File: config.mk
export PLATFORM = sky130hd
export DESIGN_NAME = div_display_unit
export DESIGN_NICKNAME = d
export VERILOG_FILES = /design/src/rtl/div_display_unit.sv
export SDC_FILE = /design/constraint.sdc
export NUM_CORES = 1
export LEC_CHECK = 0
export BUFFER_PORTS_ARGS = -buffer_cell sky130_fd_sc_hd__buf_2
export CAP_MARGIN = 20
export CORE_MARGIN = 2
export CORE_UTILIZATION = 45
export DETAILED_ROUTE_END_ITERATION = 10
export GPL_ROUTABILITY_DRIVEN = 0
export PLACE_DENSITY_LB_ADDON = 0.05
export SYNTH_ARGS = -nofsm -noshare
export SYNTH_HDL_FRONTEND = slang
export SYNTH_SLANG_ARGS = --single-unit
File: constraint.sdc
create_clock -name clk -period 2.4 [get_ports clk]
set_input_delay 0.6 -clock clk [delete_from_list [all_inputs] [get_ports clk]]
set_output_delay 0.6 -clock clk [all_outputs]
set_load 0.005 [all_outputs]
File: src/rtl/div_display_unit.sv
// rtl/div_display_unit.sv - 4-bit restoring divider with 8-digit multiplexed 7-segment scan
// Quotient/remainder of sw[3:0]/sw[7:4]; digit 0 shows quotient, digit 1 remainder.
module div_display_unit #(
    parameter int CLK_HZ  = 100000000,
    parameter int SCAN_HZ = 1000
) (
    input  logic       clk,
    input  logic       rst,
    input  logic [7:0] sw,
    input  logic       init,
    output logic [3:0] resultado,
    output logic [3:0] residuo,
    output logic       done,
    output logic       tick,
    output logic [6:0] sseg,
    output logic [7:0] anodos
);
    localparam int DIV   = CLK_HZ / SCAN_HZ;
    localparam int CNT_W = (DIV > 1) ? $clog2(DIV) : 1;

    typedef enum logic [1:0] {IDLE, CALC, DONE} state_t;

    state_t           state_q, state_d;
    logic [3:0]       a_q, a_d, b_q, b_d, r_q, r_d, q_q, q_d;
    logic [2:0]       step_q, step_d;
    logic [3:0]       res_q, res_d, rem_q, rem_d;
    logic             done_q, done_d;
    logic [CNT_W-1:0] cnt_q;
    logic             tick_q;
    logic [2:0]       idx_q;

    logic [4:0] r_shift, b_ext;
    logic       qbit;
    logic [3:0] r_next;

    // Partial remainder is always < B, so the shifted value fits in 5 bits and the
    // difference fits back into 4.
    assign r_shift = {r_q, a_q[3]};
    assign b_ext   = {1'b0, b_q};
    assign qbit    = (r_shift >= b_ext);
    assign r_next  = qbit ? 4'(r_shift - b_ext) : r_shift[3:0];

    always_ff @(posedge clk or posedge rst) begin
        if (rst) begin
            state_q <= IDLE;
            a_q     <= '0;
            b_q     <= '0;
            r_q     <= '0;
            q_q     <= '0;
            step_q  <= '0;
            res_q   <= '0;
            rem_q   <= '0;
            done_q  <= 1'b0;
        end else begin
            state_q <= state_d;
            a_q     <= a_d;
            b_q     <= b_d;
            r_q     <= r_d;
            q_q     <= q_d;
            step_q  <= step_d;
            res_q   <= res_d;
            rem_q   <= rem_d;
            done_q  <= done_d;
        end
    end

    always_comb begin
        state_d = state_q;
        a_d     = a_q;
        b_d     = b_q;
        r_d     = r_q;
        q_d     = q_q;
        step_d  = step_q;
        res_d   = res_q;
        rem_d   = rem_q;
        done_d  = done_q;
        case (state_q)
            IDLE, DONE: begin
                if (init) begin
                    a_d     = sw[3:0];
                    b_d     = sw[7:4];
                    r_d     = '0;
                    q_d     = '0;
                    step_d  = '0;
                    done_d  = 1'b0;
                    state_d = CALC;
                end
            end
            CALC: begin
                // Four shift/subtract cycles, then one cycle to publish the result.
                if (step_q == 3'd4) begin
                    res_d   = q_q;
                    rem_d   = r_q;
                    done_d  = 1'b1;
                    state_d = DONE;
                end else begin
                    r_d    = r_next;
                    q_d    = {q_q[2:0], qbit};
                    a_d    = {a_q[2:0], 1'b0};
                    step_d = step_q + 3'd1;
                end
            end
            default: state_d = IDLE;
        endcase
    end

    always_ff @(posedge clk or posedge rst) begin
        if (rst) begin
            cnt_q  <= '0;
            tick_q <= 1'b0;
            idx_q  <= '0;
        end else begin
            if (cnt_q == CNT_W'(DIV - 1)) begin
                cnt_q  <= '0;
                tick_q <= 1'b1;
            end else begin
                cnt_q  <= cnt_q + 1'b1;
                tick_q <= 1'b0;
            end
            if (tick_q) begin
                idx_q <= idx_q + 3'd1;
            end
        end
    end

    function automatic logic [6:0] hex7(input logic [3:0] v);
        case (v)
            4'h0: hex7 = 7'h40;  4'h1: hex7 = 7'h79;  4'h2: hex7 = 7'h24;  4'h3: hex7 = 7'h30;
            4'h4: hex7 = 7'h19;  4'h5: hex7 = 7'h12;  4'h6: hex7 = 7'h02;  4'h7: hex7 = 7'h78;
            4'h8: hex7 = 7'h00;  4'h9: hex7 = 7'h10;  4'hA: hex7 = 7'h08;  4'hB: hex7 = 7'h03;
            4'hC: hex7 = 7'h46;  4'hD: hex7 = 7'h21;  4'hE: hex7 = 7'h06;  default: hex7 = 7'h0E;
        endcase
    endfunction

    always_comb begin
        sseg = 7'h7F;
        if (idx_q == 3'd0) begin
            sseg = done_q ? hex7(res_q) : 7'h3F;
        end else if (idx_q == 3'd1) begin
            sseg = done_q ? hex7(rem_q) : 7'h3F;
        end
    end

    assign anodos    = ~(8'b1 << idx_q);
    assign resultado = res_q;
    assign residuo   = rem_q;
    assign done      = done_q;
    assign tick      = tick_q;
endmodule

* Word-level counts from Yosys, hierarchy flattened
Memory sizes are Yosys's and may differ from the RTL's.
Cells that the tools add are included.
** Operators by class
- Equal/unequal tests :: 8
- Bitwise gates (word level) :: 1
- Mux-type cells :: 24
- Reductions and logical operators :: 9
- $lt $le $gt $ge :: 1
- Div/mod/pow operators :: 0
- Multipliers :: 0
- Shift operators :: 1
- $add $sub $neg :: 4
** Operator list (count)
- $mux W7 :: 4
- $mux W4 :: 6
- $pmux W4 S2 :: 3
- $add A17 B1 Y17 const B :: 1
- $eq A17 B17 Y1 const B :: 1
- $mux W17 :: 1
- $not A8 Y8 :: 1
- $shl A1 B3 Y8 const A :: 1
- $add A3 B1 Y3 const B :: 2
- $mux W3 :: 2
- $ne A2 B2 Y1 const B :: 3
- $pmux W3 S2 :: 1
- $reduce_and A2 Y1 :: 3
- $reduce_and A3 Y1 :: 2
- $ge A5 B4 Y1 :: 1
- $mux W2 :: 2
- $pmux W2 S2 :: 1
- $sub A4 B4 Y4 :: 1
- $eq A3 B1 Y1 const B :: 1
- $eq A3 B3 Y1 const B :: 1
- $logic_not A3 Y1 :: 1
- $mux W1 :: 3
- $eq A2 B1 Y1 const B :: 1
- $eq A2 B2 Y1 const B :: 1
- 4 further kinds :: 4
** Storage, ports and cells
- Latch bits :: 0
- Logic and storage cells :: 62
- Bits in read-only memories :: 224
- Memory bits (writable) :: 0
- Memories :: 2
- Flip-flop bits (word level) :: 51
** Memory list
- (name not given) :: depth 16, width 7, rd ports 1, clocked after memory_dff 0, wr ports 0, RTL line 127 : case (v)
- (name not given) :: depth 16, width 7, rd ports 1, clocked after memory_dff 0, wr ports 0, RTL line 127

* Longest topological paths before layout
Gate-level depths: netlist (run 1).
- Depth in word-level cells :: 4
- Depth in mapped cells :: 7

* Worst setup path after synthesis (run 1)
Ideal clock, no wire load.
- Path kind :: register to output
- Start point :: register res_q[0] (netlist: resultado[0])
- End point :: output port sseg[3]
- Arrival time :: 1508 ps
- Setup slack :: 292 ps
- Stages on the path, launching flop included :: 6
- Cells stage by stage :: dfrtp_1 inv_1 ha_1 inv_1 mux4_2 o22a_1
** On the way
- Longest elaborated chain between the ends :: 3
** RTL lines
- start: declaration :: RTL line 26 : logic [3:0] res_q, res_d, rem_q, rem_d;
- start signal: assignment :: RTL line 61 : res_q <= res_d;
- $mem_v2 Z16 W7
- $mux W7 :: RTL line 138 : sseg = done_q ? hex7(res_q) : 7'h3F;
- $mux W7 :: RTL line 137 : if (idx_q == 3'd0) begin
- end: declaration :: RTL line 15 : output logic [6:0] sseg,
No other way between the ends.

* Worst setup path after layout (run 1)
Ends and elaborated chain as after synthesis.

==> summary.md, run 1 <==
| Metric | Value |
|---|---|
| Area contributors post-synth | `dfrtp_1 41%, ha_1 10%, nand2_1 4.4%, o21ai_0 3.4%, xor2_1 3.1%` |
| Least-Margin Pin Slew | `0.592 ns` |
| DIE HEIGHT | `87.4 um` |
| CTS tree | `built` |
| P_sw | `1520 uW` |
| CTS H-tree depth | `2` |
| Vias per cell | `5.25` |
| Crit-path cells | `buf_6, ha_2, mux4_2, o22a_1, buf_2` |
| CP arrival | `1.81 ns` |
| R2R Setup Slk | `0.60 ns` |
| Mapped Area | `3130 um^2` |
| Max clock buf depth | `2` |
| Warnings from Yosys | `0` |
| Total CTS buffers | `5` |
| Final WS setup | `-0.0139 ns` |
| Routed WL per cell | `13.0 um` |
| Row cnt | `30` |
| Vias in the first global route | `2190` |
| HP Class | `in -> async` |
| Syn avg cell area | `9.87 um^2` |
| Clock root cell | `clkbuf_8` |
| Crit Reg-Reg Startpoint | `step_q[0]` |
| CP Class | `reg -> out` |
| Clock share of power | `0.130` |
| Num ports | `36` |
| Worst path max stage delay | `0.45 ns` |
| Die Area | `7640 um^2` |
| WP data required | `1.80 ns` |
| Crit path max fanout | `6` |
| Cell taking the most area after synthesis | `dfrtp_1` |
| Critical path's slowest cell | `mux4_2` |
| First-pass GRT wire length | `10100 um` |
| Achievable Freq | `0.414 GHz` |
| Hpwl dp | `4150 um` |
| Clk Latency, worst-skew pair | `0.29 ns` |
| Critical Path Sink Type | `primary output` |
| Initial antenna violation count | `0` |
| Worst-path clk slew | `0.09 ns` |
| P_leak | `0.00171 uW` |
| Commonest non-fill, non-tap cell in the layout | `dfrtp_1` |
| Maximum vdd ir drop | `0.000520 V` |
| Final core utilization | `0.538` |
| Area growth from synthesis to layout | `16.1%` |
| Setup-failing EPs final | `1` |
| First DRT Iteration DRCs | `134` |
| Die X | `87.4 um` |
| Post-DP Area | `3380 um^2` |
| Synth Instances | `317` |
| Total power | `3750 uW` |
| Comb pwr share | `0.518` |
| Violated checks | `setup timing` |
| Final nets | `397` |
| Slew margin rel. | `0.605` |
| Total number of vias | `2310` |
| Reg2Reg Capture Point | `r_q[0]` |
| Startpoint types | `flip-flop` |
| Largest net degree at the start of global routing | `52` |
| Final Cycle Share | `1.01` |
| Reg power frac | `0.352` |
| Synth Flop Type | `dfrtp_1` |
| Power Internal | `2240 uW` |
| Post-synth EDFFs | `0` |
| DRC viols | `0` |
| Layout fillers | `653` |
| Grt total ovfl | `0` |
| Count of cell types in the netlist | `53` |
| Synth Register Bits | `51` |
| Sw Ratio | `0.404` |
| Area fraction of the dominant cell type after synthesis | `0.408` |
| TritonCTS sink count | `51` |
| Sequential share of the synthesized area | `0.408` |
| Final instance area | `3630 um^2` |
| Hold Vio Cnt, Final | `0` |
| DRT Wirelength | `5710 um` |
| Synth async-reset ratio | `1.00` |
| Final ANT Viol Nets | `0` |
| Number of I/O port buffers | `35` |
| Antenna diode count | `0` |
| Share of cells above drive strength 1 | `0.281` |
| Max_cap viols | `0` |
| Crit path from | `resultado[0]` |
| Worst Reg-to-Reg Cells | `6` |
| GR Util All Layers | `0.166` |
| Hold slack | `0.331 ns` |
| Min cycle time layout | `2.41 ns` |
| Commonest non-fill, non-tap cells in the layout | `50 x dfrtp_1, 37 x nand2_1, 35 x buf_2, 23 x nor2_1, 19 x o21ai_0` |
| Outcome | `complete, but fails checks` |
| DR pass1 iterations | `4` |
| Power density cells | `1030 nW/um^2` |
| Core area | `6760 um^2` |
| Max Slew Vio Count | `0` |
| # hold bufs at CTS | `0` |
| Syn nets | `354` |
| Clock Skew | `0.00475 ns` |
| RSZ-0062 raised after global routing | `yes` |
| Initial Util | `0.463` |
[final cells by class]
type / count / area (um^2) / area share
flip-flops and latches: 51 / 1280 / 0.352
inverters: 21 / 78.8 / 0.0217
clock inverters: 1 / 5.00 / 0.00138
multi-input cells: 232 / 1790 / 0.491
repair buffers: 49 / 304 / 0.0837
clock buffers: 6 / 82.6 / 0.0227
well taps: 80 / 100 / 0.0275
[layer usage]
layer  routed length, um  part of all wire  global-route usage  up-vias
met1                2950              0.52               0.243     1082
met4                  32            0.0056              0.0378        0
met2                2540              0.45               0.259       36
met5                   0                 0                   0        -
met3                 179             0.031              0.0284        2
li1                    -                 -                   -     1190
[registers in the layout, indices dropped and copies added, names as in the netlist]
register and flops:
r_q 4, state_q 2, cnt_q 17, idx_q 3, done 1, residuo 4
b_q 4, q_q 4, a_q 4, tick 1, step_q 3, resultado 4
[Yosys cell counts, drive strengths merged (5+ instances only)]
library cell  count
dfrtp            51
nand2            40
ha               25
nor2             23
inv              21
nand3            21
o21ai            21
a21oi            15
xor2             11
buf              10
mux2              7
a211oi            6
nand4             6
mux2i             5
nand2b            5
xnor2             5
[logic make-up (layout without fill, tap and decap cells)]
kind of cell / after synthesis / in the layout / synth area share
multiplexers: 14 / 14 / 0.0628
XOR/XNOR: 16 / 16 / 0.0448
buffers and inverters: 34 / 77 / 0.0524
AO/OA/AOI/OAI: 55 / 55 / 0.109
flip-flops: 51 / 51 / 0.408
adder cells (fa/ha/maj): 26 / 26 / 0.106
AND/OR/NAND/NOR: 121 / 121 / 0.217
[critical path, delay by kind of cell, from the launching register on]
family / cells / cell delay, ns
flip-flops: 1 / 0.40
adder cells (fa/ha/maj): 1 / 0.20
buffers and inverters: 2 / 0.27
AO/OA/AOI/OAI: 1 / 0.21
multiplexers: 1 / 0.45
[worst max-delay path by stage]
stage,to,slack [ns],depth (start not counted)
2_1_floorplan,sseg[3],0.29,5
3_3_place_gp,sseg[4],0.23,7
3_5_place_dp,sseg[4],0.15,7
4_1_cts,sseg[3],-0.04,5
5_1_grt,sseg[3],-0.1,6
6_report,sseg[3],-0.01,5
[repair_timing]
| action | in CTS | in global routing |
|---|---|---|
| gates resized for setup | 22 | 8 |
| endpoints found under the setup margin | 7 | 7 |
| setup buffers | 7 | 0 |
| pin swaps | 1 | 4 |
[stage by stage]
| stage | TNS [ns] | setup WS (ns) | cells |
|---|---|---|---|
| final | -0.0139 | -0.0139 | 440 |
| after global routing | -0.389 | -0.0970 | 440 |
| after CTS | -0.0394 | -0.0394 | 440 |
| after detailed placement | 0 | 0.152 | 426 |
| after global placement | 0 | 0.229 | 426 |
| after floorplan | 0 | 0.292 | 317 |
[power groups by stage]
stage / Combinational [uW] / Sequential [uW] / Clock (uW)
after floorplan: 1380 / 1290 / 0
after global placement: 1780 / 1330 / 0
after detailed placement: 1800 / 1340 / 0
after CTS: 1950 / 1320 / 514
after global routing: 2240 / 1360 / 545
final: 1940 / 1320 / 489
Note: power is estimated with default switching activity, not from simulation.
==> run 2: changes to the inputs <==
--- a/config.mk
+++ b/config.mk
@@ -5,11 +5,13 @@
 export SDC_FILE = /design/constraint.sdc
 export NUM_CORES = 1
 export LEC_CHECK = 0
-export BUFFER_PORTS_ARGS = -buffer_cell sky130_fd_sc_hd__buf_2
 export CAP_MARGIN = 20
+export CELL_PAD_IN_SITES_DETAIL_PLACEMENT = 0
+export CELL_PAD_IN_SITES_GLOBAL_PLACEMENT = 1
 export CORE_MARGIN = 2
 export CORE_UTILIZATION = 45
 export DETAILED_ROUTE_END_ITERATION = 10
+export DONT_BUFFER_PORTS = 1
 export GPL_ROUTABILITY_DRIVEN = 0
 export PLACE_DENSITY_LB_ADDON = 0.05
 export SYNTH_ARGS = -nofsm -noshare
==> summary.md, run 2 (same netlist as run 1, synthesis figures left out) <==
| Metric | Value |
|---|---|
| Largest Register | `cnt_q` |
| DRC viols | `0` |
| TritonCTS sink count | `51` |
| Power density cells | `1090 nW/um^2` |
| Final ANT Viol Nets | `0` |
| Max FFs per register | `17` |
| Least-Margin Pin Slew | `0.580 ns` |
| Maximum vdd ir drop | `0.000518 V` |
| Total CTS buffers | `5` |
| First-pass GRT wire length | `10300 um` |
| Core area | `6760 um^2` |
| Area growth from synthesis to layout | `11.4%` |
| Power Internal | `2290 uW` |
| Critical Path Sink Type | `primary output` |
| Achievable Freq | `0.424 GHz` |
| Die X | `87.4 um` |
| Crit Reg-Reg Startpoint | `step_q[0]` |
| Setup-failing EPs final | `0` |
| Vias per cell | `5.43` |
| GR Util All Layers | `0.168` |
| Initial antenna violation count | `0` |
| Max clock buf depth | `2` |
| Final Cycle Share | `0.982` |
| Max Slew Vio Count | `0` |
| Vias in the first global route | `2136` |
| Initial Util | `0.463` |
| Outcome | `finished clean` |
| Max_cap viols | `0` |
| Clk Latency, worst-skew pair | `0.29 ns` |
| CTS H-tree depth | `2` |
| Total number of vias | `2209` |
| DR pass1 iterations | `4` |
| P_leak | `0.00159 uW` |
| Crit path max fanout | `4` |
| HP Class | `in -> async` |
| Hpwl dp | `4340 um` |
| Row cnt | `30` |
| CP Class | `reg -> out` |
| Layout fillers | `612` |
| Die Area | `7640 um^2` |
| Antenna diode count | `0` |
| Worst-path clk slew | `0.09 ns` |
| CTS tree | `built` |
| P_sw | `1510 uW` |
| WP data required | `1.80 ns` |
| CP arrival | `1.76 ns` |
| Final nets | `363` |
| Commonest non-fill, non-tap cell in the layout | `dfrtp_1` |
| Number of I/O port buffers | `0` |
| DRT Wirelength | `5940 um` |
| Comb pwr share | `0.485` |
| Commonest non-fill, non-tap cells in the layout | `48 x dfrtp_1, 37 x nand2_1, 23 x nor2_1, 20 x o21ai_0, 18 x nand3_1` |
| RSZ-0062 raised after global routing | `yes` |
| # hold bufs at CTS | `0` |
| Min cycle time layout | `2.36 ns` |
| Slew margin rel. | `0.613` |
| Hold Vio Cnt, Final | `0` |
| Total power | `3800 uW` |
| Sw Ratio | `0.398` |
| Final instance area | `3480 um^2` |
| DIE HEIGHT | `87.4 um` |
| Routed WL per cell | `14.6 um` |
| Clock root cell | `clkbuf_8` |
| Largest net degree at the start of global routing | `23` |
| Reg power frac | `0.356` |
| First DRT Iteration DRCs | `63` |
| Grt total ovfl | `0` |
| Clock Skew | `0.00834 ns` |
| Post-DP Area | `3200 um^2` |
| Clock share of power | `0.159` |
| Startpoint types | `flip-flop` |
| Num ports | `36` |
| Share of cells above drive strength 1 | `0.214` |
| Crit path from | `residuo[0]` |
## run 2: changes by cell type in the layout (fill, tap and decap cells not counted), moves of 2 or more
cell     before  now
buf_2        35    0
buf_4        10   12
dfrtp_1      50   48
dfrtp_2       1    3
## run 2: worst paths after layout
path | endpoint | slack, ns | cells past startpoint
max in group asynchronous | q_q[3] | 1.60 | 2
setup / recovery | sseg[3] | 0.04 | 5
hold reg to reg | b_q[0] | 0.49 | 2
setup reg to reg | r_q[2] | 0.62 | 6
min in group clk | a_q[0] | 0.41 | 2
hold / removal | resultado[1] | 0.19 | 1
## run 2: stage by stage
stage          instances  hold WS, ns  utilization  worst slack, ns  setup TNS [ns]
2_1_floorplan        317        0.448            -            0.292               0
3_3_place_gp         392        0.466        0.474            0.298               0
3_5_place_dp         392        0.469        0.474            0.268               0
4_1_cts              401        0.214        0.494         0.000892               0
5_1_grt              407        0.237        0.516          -0.0171         -0.0171
6_report             407        0.193        0.516           0.0439               0
## run 2: metal layers
layer  routed length [um]  up-vias  GRT usage
met5                    0        -          0
met4                   39        0     0.0336
li1                     -     1123          -
met1                 2930     1043      0.240
met3                  264        4     0.0332
met2                 2700       39      0.267
## run 2: final cells by class
cell class              count  area (um^2)  area share
inverters                  21         81.3      0.0233
multi-input cells         232         1780       0.511
clock inverters             2         35.0      0.0101
well taps                  80          100      0.0287
flip-flops and latches     51         1280       0.367
clock buffers               6         82.6      0.0237
repair buffers             15          124      0.0355
## run 2: power groups by stage
stage          registers, uW  logic, uW  clock network (uW)
2_1_floorplan           1290       1380                   0
3_3_place_gp            1350       1680                   0
3_5_place_dp            1350       1670                   0
4_1_cts                 1340       1700                 636
5_1_grt                 1410       2140                 665
6_report                1350       1840                 607
## run 2: timing repair
item,CTS,global route
endpoints found under the setup margin,6,7
cloned,0,0
buffers inserted,1,6
pin swaps,1,3
gates resized for setup,5,27
## run 2: worst max-delay path, stage by stage (launching register included)
cell and delay (ns):
dfrtp_2 0.42, inv_2 0.08, ha_4 0.28, inv_2 0.03
mux4_2 0.44, o22a_1 0.22
